==> src/rtl/noc_out_port_alloc.sv <==
// noc_out_port_alloc
//   Output-port unit of the NoC router: round-robin wormhole allocator,
//   crossbar mux and registered output stage. One instance per output.
//   A HEADER flit from a requesting input wins the port for its whole
//   packet. The packet ends on a TAIL flit or when the header length count
//   runs out, whichever comes first.
//
// Parameters
//   DATA_WIDTH  flit width; type at [DW-1:DW-3], length at [DW-4 -: LEN_W]
//   NUM_IN      number of competing inputs (2..8)
//   LEN_W       width of the packet-length field
//   WDOG_CYC    stall limit in cycles (only present with WATCHDOG_EN)
//
// Ports
//   clk, rst    clock; asynchronous active-high reset
//   req         input i routes its current packet to this output
//   in_valid    input i FIFO not empty
//   flit_in     FIFO head flits, input i at [i*DW +: DW]
//   rd_en       one-hot pop of the granted FIFO (combinational)
//   TX, RTS     registered flit and its one-cycle valid strobe
//   DCTS        downstream can accept a flit this cycle
//   busy        packet lock held
//   wdog_err    one-cycle stall-timeout pulse (WATCHDOG_EN only)
//
// Build option
//   WATCHDOG_EN  adds WDOG_CYC, wdog_err and the stall watchdog; without it
//                a stalled lock is held forever.
module noc_out_port_alloc #(
  parameter int DATA_WIDTH = 32,
  parameter int NUM_IN     = 5,
  parameter int LEN_W      = 12
`ifdef WATCHDOG_EN
  ,
  parameter int WDOG_CYC   = 256
`endif
) (
  input  logic                         clk,
  input  logic                         rst,
  input  logic [NUM_IN-1:0]            req,
  input  logic [NUM_IN-1:0]            in_valid,
  input  logic [NUM_IN*DATA_WIDTH-1:0] flit_in,
  output logic [NUM_IN-1:0]            rd_en,
  output logic [DATA_WIDTH-1:0]        TX,
  output logic                         RTS,
  input  logic                         DCTS,
  output logic                         busy
`ifdef WATCHDOG_EN
  ,
  output logic                         wdog_err
`endif
);

  localparam int SEL_W = (NUM_IN > 2) ? $clog2(NUM_IN) : 1;
  localparam logic [2:0] FT_HEADER = 3'b001;
  localparam logic [2:0] FT_TAIL   = 3'b100;

  typedef enum logic {IDLE, BUSY} state_t;

  state_t                state, state_n;
  logic [SEL_W-1:0]      sel, sel_n;
  logic [SEL_W-1:0]      rr_ptr, rr_n;
  logic [SEL_W-1:0]      ptr_after_sel;
  logic [LEN_W-1:0]      cnt, cnt_n;
  logic                  hdr_pend, hdr_pend_n;
  logic [DATA_WIDTH-1:0] tx_n;
  logic                  rts_n;

  logic [DATA_WIDTH-1:0] flit_arr [NUM_IN];
  logic [NUM_IN-1:0]     eligible;
  logic                  grant_found;
  logic [SEL_W-1:0]      grant_idx;

  logic [DATA_WIDTH-1:0] cur_flit;
  logic [2:0]            cur_type;
  logic [LEN_W-1:0]      cur_len;
  logic                  xfer;
  logic                  eop;

`ifdef WATCHDOG_EN
  localparam int WD_W = $clog2(WDOG_CYC + 1);
  logic [WD_W-1:0] wd_cnt, wd_cnt_n;
  logic            wdog_n;
`endif

  genvar gi;
  generate
    for (gi = 0; gi < NUM_IN; gi++) begin : g_in
      assign flit_arr[gi] = flit_in[gi*DATA_WIDTH +: DATA_WIDTH];
      assign eligible[gi] = req[gi] & in_valid[gi] &
                            (flit_arr[gi][DATA_WIDTH-1 -: 3] == FT_HEADER);
    end
  endgenerate

  assign cur_flit      = flit_arr[sel];
  assign cur_type      = cur_flit[DATA_WIDTH-1 -: 3];
  assign cur_len       = cur_flit[DATA_WIDTH-4 -: LEN_W];
  assign ptr_after_sel = (sel == SEL_W'(NUM_IN - 1)) ? '0 : sel + 1'b1;
  assign busy          = (state == BUSY);

  // Round-robin search: first eligible input at or after rr_ptr, wrapping.
  always_comb begin
    int unsigned      idx;
    logic [SEL_W-1:0] idx_s;
    grant_found = 1'b0;
    grant_idx   = '0;
    idx         = 0;
    idx_s       = '0;
    for (int unsigned k = 0; k < unsigned'(NUM_IN); k++) begin
      idx = 32'(rr_ptr) + k;
      if (idx >= unsigned'(NUM_IN)) idx = idx - unsigned'(NUM_IN);
      idx_s = SEL_W'(idx);
      if (!grant_found && eligible[idx_s]) begin
        grant_found = 1'b1;
        grant_idx   = idx_s;
      end
    end
  end

  always_comb begin
    state_n    = state;
    sel_n      = sel;
    rr_n       = rr_ptr;
    cnt_n      = cnt;
    hdr_pend_n = hdr_pend;
    tx_n       = TX;
    rts_n      = 1'b0;
    rd_en      = '0;
    xfer       = 1'b0;
    eop        = 1'b0;
`ifdef WATCHDOG_EN
    wd_cnt_n   = '0;
    wdog_n     = 1'b0;
`endif
    case (state)
      IDLE: begin
        if (grant_found) begin
          sel_n      = grant_idx;
          hdr_pend_n = 1'b1;
          state_n    = BUSY;
        end
      end
      BUSY: begin
        xfer = DCTS & in_valid[sel];
        if (xfer) begin
          rd_en[sel] = 1'b1;
          tx_n       = cur_flit;
          rts_n      = 1'b1;
          hdr_pend_n = 1'b0;
          // hdr_pend marks the header transfer: it loads the count instead
          // of decrementing it; length 0 or 1 means header-only.
          if (hdr_pend) begin
            cnt_n = cur_len - LEN_W'(1);
            eop   = (cur_len <= LEN_W'(1));
          end else begin
            cnt_n = cnt - LEN_W'(1);
            eop   = (cnt == LEN_W'(1));
          end
          if (cur_type == FT_TAIL) eop = 1'b1;
          if (eop) begin
            state_n = IDLE;
            rr_n    = ptr_after_sel;
          end
        end
`ifdef WATCHDOG_EN
        else begin
          if (wd_cnt == WD_W'(WDOG_CYC - 1)) begin
            wdog_n  = 1'b1;
            state_n = IDLE;
            rr_n    = ptr_after_sel;
          end else begin
            wd_cnt_n = wd_cnt + 1'b1;
          end
        end
`endif
      end
      default: state_n = IDLE;
    endcase
  end

  always_ff @(posedge clk or posedge rst) begin
    if (rst) begin
      state    <= IDLE;
      sel      <= '0;
      rr_ptr   <= '0;
      cnt      <= '0;
      hdr_pend <= 1'b0;
      TX       <= '0;
      RTS      <= 1'b0;
    end else begin
      state    <= state_n;
      sel      <= sel_n;
      rr_ptr   <= rr_n;
      cnt      <= cnt_n;
      hdr_pend <= hdr_pend_n;
      TX       <= tx_n;
      RTS      <= rts_n;
    end
  end

`ifdef WATCHDOG_EN
  always_ff @(posedge clk or posedge rst) begin
    if (rst) begin
      wd_cnt   <= '0;
      wdog_err <= 1'b0;
    end else begin
      wd_cnt   <= wd_cnt_n;
      wdog_err <= wdog_n;
    end
  end
`endif

endmodule

==> config.mk <==
export PLATFORM = sky130hd
export DESIGN_NAME = noc_out_port_alloc
export DESIGN_NICKNAME = d
export VERILOG_FILES = /design/src/rtl/noc_out_port_alloc.sv
export SDC_FILE = /design/constraint.sdc
export NUM_CORES = 1
export LEC_CHECK = 0
export CAP_MARGIN = 20
export CORE_MARGIN = 5
export CORE_UTILIZATION = 43
export CTS_BUF_LIST = sky130_fd_sc_hd__clkbuf_8 sky130_fd_sc_hd__clkbuf_16
export DETAILED_ROUTE_END_ITERATION = 10
export GPL_TIMING_DRIVEN = 0
export HOLD_SLACK_MARGIN = 0.02
export PLACE_DENSITY = 0.82
export SLEW_MARGIN = 20
export SYNTH_ARGS = -nofsm -noshare
export SYNTH_HDL_FRONTEND = slang
export SYNTH_SLANG_ARGS = --single-unit
==> constraint.sdc <==
create_clock -name clk -period 5.2 [get_ports clk]
set_input_delay 1.04 -clock clk [delete_from_list [all_inputs] [get_ports clk]]
set_output_delay 1.04 -clock clk [all_outputs]
set_load 0.1 [all_outputs]
## Yosys cells after proc, flatten, opt, wreduce, memory -nomap -nowiden

Index checks and enable logic that the tools add are counted.

| operators by class | value |
|---|---|
| muxes and demuxes | 49 |
| order comparisons | 14 |
| bitwise logic cells | 13 |
| reduce and logical (&&, ||, !) cells | 13 |
| eq/ne operators | 10 |
| add/sub/neg operators | 12 |

Operator list:

| kind | number |
|---|---|
| binary-select mux 32 bit (select 3 bit) | 1 |
| two-way mux 32 bit | 2 |
| two-way mux 3 bit | 11 |
| less-than comparator 3 x 4 -> 1 bit (second input constant) | 6 |
| subtractor 12 x 1 -> 12 bit (second input constant) | 2 |
| two-way mux 1 bit | 23 |
| binary-select mux 1 bit (select 3 bit) | 6 |
| greater-or-equal comparator 4 x 3 -> 1 bit (second input constant) | 4 |
| == test 3 x 1 -> 1 bit (second input constant) | 5 |
| subtractor 3 bit (second input constant) | 5 |
| == test 12 x 1 -> 1 bit (second input constant) | 1 |
| less-or-equal comparator 12 x 1 -> 1 bit (second input constant) | 1 |
| two-way mux 12 bit | 1 |
| bitwise AND 1 bit | 11 |
| two-way mux 5 bit | 2 |
| adder 3 x 2 -> 4 bit (second input constant) | 2 |
| == test 3 bit (second input constant) | 2 |
| AND reduction 2 bit | 3 |
| logical AND 1 bit | 5 |
| adder 3 x 1 -> 4 bit (second input constant) | 1 |
| adder 3 x 3 -> 4 bit (second input constant) | 1 |
| greater-or-equal comparator 4 bit (second input constant) | 1 |
| logical NOT 1 bit | 4 |
| inverter 3 -> 4 bit | 1 |
| other kinds (9) | 10 |

| word-level totals | value |
|---|---|
| register bits after elaboration | 53 |
| input port bits | 173 |

## Logic depth before layout (Yosys ltp)

Gate-level depths: netlist of run 1.

| depth | value |
|---|---|
| depth in word-level cells | 19 |
| mapped depth | 15 |
| gate-level depth less buffers | 13 |

## Worst setup path after synthesis of run 1

No wires, ideal clock.

| timing path | value |
|---|---|
| kind | register to output |
| start point | register sel[0] |
| end point | output port rd_en[1] |
| arrival time | 5144 ps |
| setup slack | -984 ps |
| cell stages (with the launch flop) | 10 |
| buffers on the path | 5 |
| cell sequence | dfrtp_1 clkbuf_1 clkbuf_1 buf_1 mux2i_1 o21ai_1 o2111ai_1 clkbuf_1 buf_1 nor4_1 |

| between the ends | value |
|---|---|
| word-level cells in the longest chain between the ends | 6 |
| elaborated cells on any way between the ends | 10 |

RTL lines:

| item | RTL line | text |
|---|---|---|
| start, declared | 60 | `logic [SEL_W-1:0] sel, sel_n;` |
| start signal, assigned | 191 | `sel <= sel_n;` |
| less-than comparator 3 x 4 -> 1 bit (not written as such) / greater-or-equal comparator 3 x 1 -> 1 bit (equally long branches) | 145 | `rd_en[sel] = 1'b1;` |
| logical AND 1 bit (not written as such) | 145 |  |
| two-way mux 1 bit (not written as such) | 145 |  |
| demux 1 bit (select 3 bit) | 145 |  |
| two-way mux 5 bit (*) | 144 | `if (xfer) begin` |
| two-way mux 5 bit (*) | 134 | `case (state)` |
| end, declared | 42 | `output logic [NUM_IN-1:0] rd_en,` |

Mark *: on every way between the ends. The rest lies on a longest branch, timed or not. The select of a mux whose other input is x is not followed.

## Final worst setup path of run 1

| timing path | value |
|---|---|
| start point | register sel[1] |
| end point | output port rd_en[2] |

The elaborated chain is that of the path after synthesis.

==> results of run 1 <==
[power groups by stage]
stage	clock, uW	sequential, uW	combinational [uW]
detailed placement	0	747	3800
global placement	0	740	3740
finish	293	744	3840
global route	311	769	4090
CTS	295	742	3810
floorplan	0	1610	1850
[sequential cells by signal, summed over array words and instances (netlist names)]
signal / count
rr_ptr: 3
TX: 32
sel: 3
RTS: 1
busy: 1
hdr_pend: 1
cnt: 12
[stage by stage]
step	instances	utilization	hold WS, ps	worst slack [ps]
2_1_floorplan	565	-	461.6	-984.1
3_3_place_gp	916	0.6487	464.1	-826.7
3_5_place_dp	917	0.6505	470.9	-869.2
4_1_cts	924	0.6616	496.0	47.92
5_1_grt	923	0.6608	507.7	27.62
6_report	923	0.6608	493.2	266.3
[what timing repair did]
action | in CTS | in global routing
resized for setup | 22 | 4
gates cloned | 0 | 0
endpoints found under the setup margin | 5 | 4
hold buffers | 0 | 0
pin swaps | 0 | 0
[worst max-delay path by stage]
stage,startpoint,end,slack (ps),cells past startpoint
floorplan,sel[0],rd_en[1],-980,9
global placement,sel[0],rd_en[0],-830,11
detailed placement,sel[0],rd_en[0],-870,11
CTS,sel[0],rd_en[0],50,11
global route,sel[1],rd_en[2],30,8
finish,sel[1],rd_en[2],270,8
[critical path, cell delays in order, from the launching register on]
cell and delay [ps]:
dfrtp_1 390, clkbuf_1 400, clkbuf_2 370, clkbuf_2 390, o2111ai_1 470, clkbuf_1 360, buf_1 310, nor4_1 260
clkdlybuf4s15_2 610
[routing by layer]
metal / up-vias / wire length [um] / GRT usage / share of wire
met5: - / 0 / 0 / 0
met4: 0 / 536 / 0.09233 / 0.028
met3: 44 / 1701 / 0.06842 / 0.088
met1: 2635 / 7273 / 0.3519 / 0.38
met2: 304 / 9800 / 0.5031 / 0.51
li1: 2523 / - / - / -
[layout by cell type, fill, tap and decap left out, types with 8 or more instances in the layout]
master,n
a21oi_1,33
a22oi_1,27
and2_1,8
and3_1,9
clkbuf_1,25
clkdlybuf4s50_1,206
dfrtp_1,53
ha_1,14
inv_1,17
mux2_2,13
mux2i_1,29
mux4_2,14
nand2_1,57
nand3_1,10
nor2_1,46
nor3_1,13
o21a_1,10
o21ai_0,47
xnor2_1,10
[cell type report]
type | instances | area, um2 | share of cell area
repair buffers | 212 | 2132 | 0.2976
inverters | 19 | 71.32 | 0.009956
plain buffers | 39 | 158.9 | 0.02218
multi-input cells | 452 | 3187 | 0.4449
clock buffers | 5 | 68.82 | 0.009607
clock inverters | 3 | 43.79 | 0.006114
well taps | 140 | 175.2 | 0.02445
flip-flops and latches | 53 | 1326 | 0.1852
[kinds of logic (layout without fill, tap and decap cells)]
kind of cell    after synthesis  count (layout)  synth area share
buf+inv                      60             278           0.04879
xor+xnor                     15              15           0.02769
simple gates                184             184            0.1883
mux                          59              59            0.1664
compound gates              179             179            0.2482
fa+ha+maj                    15              15           0.04114
flops                        53              53            0.2795
==> out/qor.yml, run 1 <==
critical_path:
  end_kind: "output port"
  criticalPathCategory: "reg2out"
  rr_worst_depth: 13
  start_kind: "flip-flop"
  reg2reg_slack_ps: 470
  crit_arrival_ps: 3890
  reg2reg_to: "sel[2]"
  reg2reg_from: "rr_ptr[0]"
  cp.required_ps: 4160
  crit_fanout: 10
power:
  power_density_mw_per_mm2: 680.7
  p_clk_frac: 0.060
  p_int_uw: 1991
  power.total_uw: 4876
  vdd_drop_max_uv: 606.1
  p_comb_frac: 0.787
  switching_share: 0.5917
  seq_power_share: 0.152
  cellLeakagePower_uw: 0.002761
  p_switching_uw: 2885
clock_tree:
  clockBufferDepth: 2
  post_cts_buffers: 0
  cts_buffers: 5
  clk_pin_slew_worst_paths_ps: 110
  cts.sinks: 53
  cts_tree: "done"
  htree_num_levels: 2
  root_buffer: "clkbuf_8"
  clock_latency_ps: 310
synth:
  syn_area_mm2: 0.004745
  ys_types: 66
  synth_area_leaders: "dfrtp_1 (28%), mux4_2 (6.6%), mux2i_1 (6.1%), o21ai_0 (5.0%), nand2_1 (4.5%)"
  syn-num-nets: 753
  yosys_most_used_dff: "dfrtp_1"
  syn_avg_cell_area_um2: 8.397
  synth-edff-count: 0
  yosys.area.top_type: "dfrtp_1"
  yosys-top-cells-count: "nand2_1 (57), dfrtp_1 (53), o21ai_0 (47)"
  yosysWarnings: 0
  yosysMostFrequentCell: "nand2_1"
  synth_cells: 565
  synthArstFlopShare: 1.000
  synth_top_area_frac: 0.2795
  yosysSeqAreaShare: 0.2795
  synth-seq-cells: 53
place:
  routabilityCongestion: 0.8986
  place_hpwl_um: 15740
  post_dp_cell_area_mm2: 0.007052
  io_buffers: 211
final_layout:
  drive_gt1_frac: 0.07407
  design_area_mm2: 0.007163
  fillers: 931
  area_delta_synth_final_pct: 50.98
  n_antenna_cell: 0
  nets: 970
route:
  drtAntennaViolNets: 0
  first_iter_violations: 558
  via_count: 5506
  dr.pass1.iters: 5
  routed_wirelength_um: 19310
  avgRoutedWirePerCell_um: 20.92
  drc_errors: 0
  viasPerCell: 5.965
min_path:
  min_path_cells: 2
  worstHoldStart: "TX[2]"
  hold_end: "TX[2]"
  hp-class: "reg2reg"
floorplan:
  num_rows: 38
  die-area_mm2: 0.01323
  io_pins: 212
  fp.dieW_um: 115.0
  die_h_um: 115.0
  core_mm2: 0.01084
  start_util: 0.4377
run_status:
  status: "complete, no violations"
timing:
  relSlewSlack: 0.3241
  tns_ps: 0
  fin_crit_sh: 0.9488
  slew_violations: 0
  rsz0062_at_grt: "false"
  finalHoldViolations: 0
  setup_viol: 0
  finalClockSkew_ps: 15.37
  tightest_slew_ps: 1011
  fin_crit_ps: 4934
  fmax_ghz: 0.2027
global_routing:
  grt_pass1_wl_um: 30270
  grt_max_degree: 34
  grt_overflow: 0
  grt.total_usage: 0.2887
  grt_pass1_vias: 5855
  antenna_found_initial: 0
flow_run:
  max_cap_violations: 0
Note: power is estimated with default switching activity, not from simulation.
==> run 2: changes to the inputs <==
Settings changed: SLEW_MARGIN 20 to 25.
==> run 2 against run 1 <==
Cell area down 0.42%. Hold slack worse by 3.4 ps. Critical path depth unchanged. Via count about the same. Largest cell class unchanged.
==> out/qor.yml, run 2 (synthesis gave the netlist of run 1 again) <==
run_status:
  status: "complete, no violations"
final_layout:
  design_area_mm2: 0.007133
  fillers: 938
  final_cell_mix: "clkdlybuf4s50_1 (206), nand2_1 (57), dfrtp_1 (53)"
  n_antenna_cell: 0
  regMostFlops: "TX"
  layout_commonest_cell: "clkdlybuf4s50_1"
  reg_top3: "TX x32, cnt x12"
  final_core_util: 0.6580
  nets: 969
  drive_gt1_frac: 0.07289
  largest_reg_flops: 32
  area_delta_synth_final_pct: 50.34
  stdcell_count: 922
timing:
  finalHoldViolations: 0
  rsz0062_at_grt: "false"
  tightest_slew_ps: 1017
  fmax_ghz: 0.2004
  fin_crit_ps: 4991
  fin_crit_sh: 0.9597
  tns_ps: 0
  setup_viol: 0
  setup_ws_ps: 209.4
  slew_violations: 0
  relSlewSlack: 0.3202
  finalClockSkew_ps: 9.227
clock_tree:
  cts_hold_buf: 0
  clock_latency_ps: 320
  root_buffer: "clkbuf_8"
  clockBufferDepth: 2
  htree_num_levels: 2
  cts_buffers: 5
  cts.sinks: 53
  clk_pin_slew_worst_paths_ps: 100
  cts_tree: "done"
min_path:
  hp-class: "reg2reg"
route:
  routed_wirelength_um: 19200
  drc_errors: 0
  viasPerCell: 5.973
  dr.pass1.iters: 5
  avgRoutedWirePerCell_um: 20.83
  first_iter_violations: 620
  via_count: 5507
  drtAntennaViolNets: 0
power:
  power_density_mw_per_mm2: 676.4
  cellLeakagePower_uw: 0.002734
  vdd_drop_max_uv: 585.4
place:
  place_hpwl_um: 15490
  placedCellCount: 916
  io_buffers: 211
  routabilityCongestion: 0.8986
  post_dp_cell_area_mm2: 0.007034
  pre_cts_ws_ps: -858.3
floorplan:
  core_mm2: 0.01084
  io_pins: 212
  die-area_mm2: 0.01323
  die_h_um: 115.0
  num_rows: 38
  start_util: 0.4377
  fp.dieW_um: 115.0
critical_path:
  worstPathCellList: "clkdlybuf4s50_1, mux2i_1, o21ai_1, o2111ai_1, clkbuf_1, buf_1, nor4_1, clkdlybuf4s18_2"
  crit_fanout: 10
  crit_arrival_ps: 3950
  max_stage_delay_ps: 670
  criticalPathCategory: "in2out"
  end_kind: "output port"
  cp_slowest_cell: "o2111ai_1"
  cp.required_ps: 4160
  start_kind: "input port"
global_routing:
  grt_max_degree: 54
  grt_pass1_vias: 5790
  grt.total_usage: 0.2852
  grt_overflow: 0
  grt_pass1_wl_um: 29860
  antenna_found_initial: 0
flow_run:
  max_cap_violations: 0
-- run 2: cell count changes in the layout (fill, tap and decap cells not counted) --
| cell | delta |
|---|---|
| clkdlybuf4s18_2 | +1 |
| bufinv_16 | -1 |
| buf_2 | -1 |
| inv_4 | +1 |
| inv_8 | +1 |
| inv_2 | -1 |
| clkinvlp_4 | +2 |
| clkinv_2 | -1 |
| inv_6 | -1 |
| buf_12 | -1 |
-- run 2: timing repair --
item	CTS	global route
setup endpoints to repair	5	3
gates cloned	0	0
hold endpoints to repair	0	0
buffers inserted	0	0
resized for setup	22	3
-- run 2: final cells by class --
cell class	count	area, um2	share of cell area
clock buffers	5	68.82	0.009647
multi-input cells	452	3187	0.4468
repair buffers	211	2117	0.2968
plain buffers	39	158.9	0.02228
inverters	19	73.82	0.01035
clock inverters	3	26.28	0.003684
well taps	140	175.2	0.02456
flip-flops and latches	53	1326	0.1859
-- run 2: worst paths after layout --
path | start | to | slack (ps) | cells after the start
max in group asynchronous | rst | TX[4] | 3570 | 2
hold / removal | TX[3] | TX[3] | 490 | 2
min in group asynchronous | rst | TX[21] | 1170 | 2
setup / recovery | in_valid[4] | rd_en[3] | 210 | 8
hold reg to reg | TX[3] | TX[3] | 490 | 2
setup reg to reg | rr_ptr[0] | sel[2] | 530 | 13
-- run 2: per-layer routing --
layer / GRT usage / share of wire / vias up
li1: - / - / 2525
met1: 0.3512 / 0.38 / 2634
met2: 0.4985 / 0.51 / 305
met3: 0.05632 / 0.086 / 43
met4: 0.09624 / 0.027 / 0
met5: 0 / 0 / -
-- run 2: power breakdown --
part / leakage [uW] / switching [uW] / total [uW] / internal [uW]
clock network: 0.0000423 / 159 / 257 / 98.5
logic: 0.00205 / 2580 / 3820 / 1240
registers: 0.000642 / 142 / 743 / 602
-- run 2: worst max-delay path: cells and delay by family --
family	cells	cell delay, ps
multiplexers	1	160
AND/OR/NAND/NOR	1	110
AO/OA/AOI/OAI	2	750
buffers and inverters	4	1880
-- run 2: through the flow --
step | hold WS [ps] | total power (uW)
finish | 489.9 | 4825
global route | 517.9 | 5116
CTS | 495.7 | 4800
detailed placement | 470.9 | 4537
global placement | 464.1 | 4483
floorplan | 461.6 | 3463
==> run 3: changes to the inputs <==
Settings changed: CAP_MARGIN 20 to default, CORE_MARGIN 5 to 2.
==> run 3 against run 2 <==
Sequential share of layout area is 0.059 points lower. Register-to-register slack better by 70 ps. Power is 0.90% higher. Highest routed layer unchanged. First-iteration DRC count is 36% lower. Die area is 10% lower. Core utilization is 0.50 points higher. Count of clock-buffer cells in the layout stayed put. Global-route usage is 2.6 points higher. Cell area is 0.32% higher. Critical path depth stayed put. Routed wire length is 3.3% lower. Via count is 0.64% lower.
==> out/qor.yml, run 3 (synthesis gave the netlist of run 1 again) <==
clock_tree:
  clockBufferDepth: 2
  clk_pin_slew_worst_paths_ps: 110
  post_cts_buffers: 0
  cts_hold_buf: 0
  clock_latency_ps: 330
  root_buffer: "clkbuf_8"
  cts_buffers: 5
  cts_tree: "done"
  cts_repair_resize_count: 23
  htree_num_levels: 2
  cts.sinks: 53
floorplan:
  core_mm2: 0.01079
  start_util: 0.4396
  fp.dieW_um: 109.0
  num_rows: 38
  die-area_mm2: 0.01189
  die_h_um: 109.0
  io_pins: 212
power:
  power_density_mw_per_mm2: 680.4
  cellLeakagePower_uw: 0.002758
  vdd_drop_max_uv: 571.4
final_layout:
  layout_commonest_cell: "clkdlybuf4s50_1"
  stdcell_count: 923
  area_delta_synth_final_pct: 50.82
  drive_gt1_frac: 0.07407
  final_cell_mix: "clkdlybuf4s50_1 (206), nand2_1 (57), dfrtp_1 (53)"
  n_antenna_cell: 0
  reg_top3: "TX x32, cnt x12"
  largest_reg_flops: 32
  regMostFlops: "TX"
  nets: 970
global_routing:
  antenna_found_initial: 0
  grt_pass1_wl_um: 28450
  grt_max_degree: 54
  grt.total_usage: 0.3110
  grt_pass1_vias: 5498
  grt_overflow: 0
min_path:
  hp-class: "reg2reg"
route:
  avgRoutedWirePerCell_um: 20.11
  via_count: 5472
  routed_wirelength_um: 18560
  first_iter_violations: 399
  drtAntennaViolNets: 0
  viasPerCell: 5.928
  dr.pass1.iters: 5
  drc_errors: 0
timing:
  fmax_ghz: 0.2055
  setup_viol: 0
  setup_ws_ps: 333.9
  slew_violations: 0
  fin_crit_ps: 4866
  tightest_slew_ps: 1021
  finalHoldViolations: 0
  finalClockSkew_ps: 9.668
  fin_crit_sh: 0.9358
  rsz0062_at_grt: "false"
  relSlewSlack: 0.3169
place:
  io_buffers: 211
  placedCellCount: 916
  place_hpwl_um: 14880
  pre_cts_ws_ps: -875.4
  routabilityCongestion: 0.9889
critical_path:
  start_kind: "flip-flop"
  crit_arrival_ps: 3830
  worstPathCellList: "clkbuf_2, clkbuf_2, buf_2, buf_1, clkbuf_1, clkbuf_1, nor4_1, clkdlybuf4s15_2"
  crit_fanout: 10
  cp_num_buf_inv: 7
  cp_slowest_cell: "buf_1"
  cp.required_ps: 4160
  cp_top_family: "buffers and inverters"
  criticalPathCategory: "reg2out"
  end_kind: "output port"
  max_stage_delay_ps: 530
flow_run:
  max_cap_violations: 0
run_status:
  status: "complete, no violations"
-- run 3: cell types whose count changed in the layout (fill, tap and decap cells not counted), sizes merged --
cell	previous run	this run
clkdlybuf4s18	1	0
bufinv	0	1
clkinvlp	2	0
clkinv	1	2
clkbuf	35	36
buf	9	10
-- run 3: metrics by stage --
step	area (um2)	setup TNS [ps]	total power, uW	hold WS (ps)	utilization
global placement	7032	-3953	4477	460.6	0.6515
detailed placement	7034	-3553	4521	471.1	0.6518
global route	7156	0	5151	511.1	0.6630
CTS	7157	0	4827	493.7	0.6631
finish	7156	0	4869	487.0	0.6630
floorplan	4745	-2952	3463	461.6	-
-- run 3: worst paths after layout --
| path | from | endpoint | slack [ps] | cells after the start |
|---|---|---|---|---|
| min in group asynchronous | rst | TX[19] | 1150 | 2 |
| max in group asynchronous | rst | TX[2] | 3580 | 2 |
| setup / recovery | sel[0] | rd_en[2] | 330 | 8 |
| hold / removal | TX[13] | TX[13] | 490 | 2 |
| setup reg to reg | rr_ptr[0] | sel[1] | 600 | 12 |
| hold reg to reg | TX[13] | TX[13] | 490 | 2 |
-- run 3: area by class of cell --
type | instances | area, um2
repair buffers | 211 | 2112
well taps | 140 | 175.2
clock buffers | 5 | 68.82
plain buffers | 40 | 163.9
clock inverters | 3 | 42.54
fillers | 915 | 3637
multi-input cells | 452 | 3193
flip-flops and latches | 53 | 1326
inverters | 19 | 73.82
-- run 3: worst register-to-register path, delay by kind of cell (launching register included) --
family	cells	cell delay, ps
buffers and inverters	4	1400
XOR/XNOR	1	360
flip-flops	1	430
multiplexers	1	540
AND/OR/NAND/NOR	2	820
adder cells (fa/ha/maj)	1	410
AO/OA/AOI/OAI	3	570
-- run 3: routing by layer --
metal  track usage  vias to the layer above  share of wire
met4        0.1071                        0          0.027
met3       0.06814                       40          0.066
met1        0.3907                     2661           0.42
met2        0.5257                      246           0.49
met5             0                        -              0
li1              -                     2525              -
-- run 3: where the power goes --
part           total, uW  internal (uW)  switching, uW  leakage, uW
Clock                297            143            154    0.0000595
Sequential           742            602            141     0.000642
Combinational       3830           1240           2590      0.00206
==> edit: new RTL, flow settings as in run 2 <==
`NUM_IN`: 5 -> 6.
--- a/src/rtl/noc_out_port_alloc.sv
+++ b/src/rtl/noc_out_port_alloc.sv
@@ -27,7 +27,7 @@
 //                a stalled lock is held forever.
 module noc_out_port_alloc #(
   parameter int DATA_WIDTH = 32,
-  parameter int NUM_IN     = 5,
+  parameter int NUM_IN     = 6,
   parameter int LEN_W      = 12
 `ifdef WATCHDOG_EN
   ,
Ports: changed (resized flit_in, in_valid, rd_en and req); port bits go from 212 to 247. The function was not compared with the original's and may differ.
==> edit against run 2 <==
  * Sequential cell count unchanged
  * Worst hold slack got worse by 0.0029 ns
  * Register-to-register slack improved by 1.0 ns
  * Setup slack improved by 0.059 ns
  * Final area increased by 2.5%
  * Clock skew increased by 0.0014 ns
  * Total power decreased by 13%
  * Global-route usage increased by 3.1 points
  * Cell count increased by 2.8%
  * Area after synthesis decreased by 3.3%
  * Wire length increased by 11%
  * Maximum frequency increased by 1.2%
  * Critical path type is now flop to primary output
==> edit: results (changes against run 2) <==
vias in the first global route=5,861 (+1.2%); Placed Area=7222 um^2 (+2.7%); Cells after DPL=940 (+2.6%); Avg Inst Size Synth=8.220 um^2 (-2.1%); post-synthesis mux area share=2.128% (-15 points); FMAX=202.8 MHz (+1.2%); status=completed; Via density=6.117 (+2.4%); Leakage=2.838 nW (+3.8%); Max VDD drop=316.0 uV (-46%); Worst Skew=0.01065 ns (+0.001425 ns); GRT met3 Usage=5.936% (+0.30 points); Adder-Cell Fraction of Synth Area=3.546% (-0.57 points); Slew HR=29.16% (-2.9 points); DR iter-0 viols=553 (-11%); largest net degree at the start of global routing=54 (unchanged); main area contributors after synthesis=dfrtp_1, a22oi_1, nand2_1; Port Buffers=246 (+17%); XOR/XNOR Fraction of Synth Area=3.028% (+0.26 points); Layout Cells excl Fill=948 (+2.8%); first-pass GRT wire length=31,860 um (+6.7%); post-synth cell types=77 (+17%); Fillers=894 (-4.7%); critical path data arrival time=3.89 ns (-0.06 ns); HPWL after detailed placement=17,180 um (+11%); Synth Area in Compound Gates=33.91% (+9.1 points); layout cell share with drive strength beyond 1=8.005% (+0.72 points); Syn Nets=778 (+3.3%); synth cell count leaders=a22oi_1, nand2_1, dfrtp_1; DR pass1 iterations=8 (+3); largest registers=TX x32, cnt x12; RePlAce Congestion=0.9903 (+10%); total global-route track usage=31.65% (+3.1 points); dpl ws=-0.1279 ns (+0.7304 ns); Gates resized, CTS repair=12 (-45%)
[edit: power by group]
part           total [mW]  switching (mW)  internal (mW)
combinational        3.23            2.19           1.04
sequential          0.695           0.115          0.580
clock               0.254           0.146          0.108
total                4.18            2.45           1.73
[edit: critical path, stage by stage (launching register included)]
cell	delay (ns)
dfrtp_1	0.37
buf_2	0.18
nor3_2	0.59
buf_2	0.43
a22oi_1	0.15
nand3_1	0.16
nand3_1	0.28
inv_1	0.17
buf_2	0.23
clkbuf_2	0.28
and2_1	0.17
clkdlybuf4s15_2	0.56
[edit: layout make-up]
type / instances / area, um^2 / area share [%]
Sequential cell: 53 / 1326 / 18.14
Clock buffer: 6 / 82.58 / 1.129
Inverter: 13 / 51.30 / 0.7015
Timing Repair Buffer: 246 / 2450 / 33.50
Clock inverter: 2 / 13.76 / 0.1882
Tap cell: 136 / 170.2 / 2.327
Multi-Input combinational cell: 447 / 3002 / 41.04
Buffer: 45 / 217.7 / 2.977
[edit: worst paths after layout]
path,startpoint,to,slack (ns),cells after the start
max in group asynchronous,rst,hdr_pend,3.55,2
max,sel[0],rd_en[4],0.27,11
min,TX[23],TX[23],0.49,2
min in group asynchronous,rst,RTS,1.19,2
max reg2reg,rr_ptr[0],sel[1],1.56,12
min reg2reg,TX[23],TX[23],0.49,2
[edit: metal layers]
| layer | vias up | share of wire [%] |
|---|---|---|
| met5 | - | 0 |
| met2 | 359 | 50 |
| met3 | 58 | 9.8 |
| li1 | 2661 | - |
| met4 | 0 | 3.4 |
| met1 | 2721 | 37 |
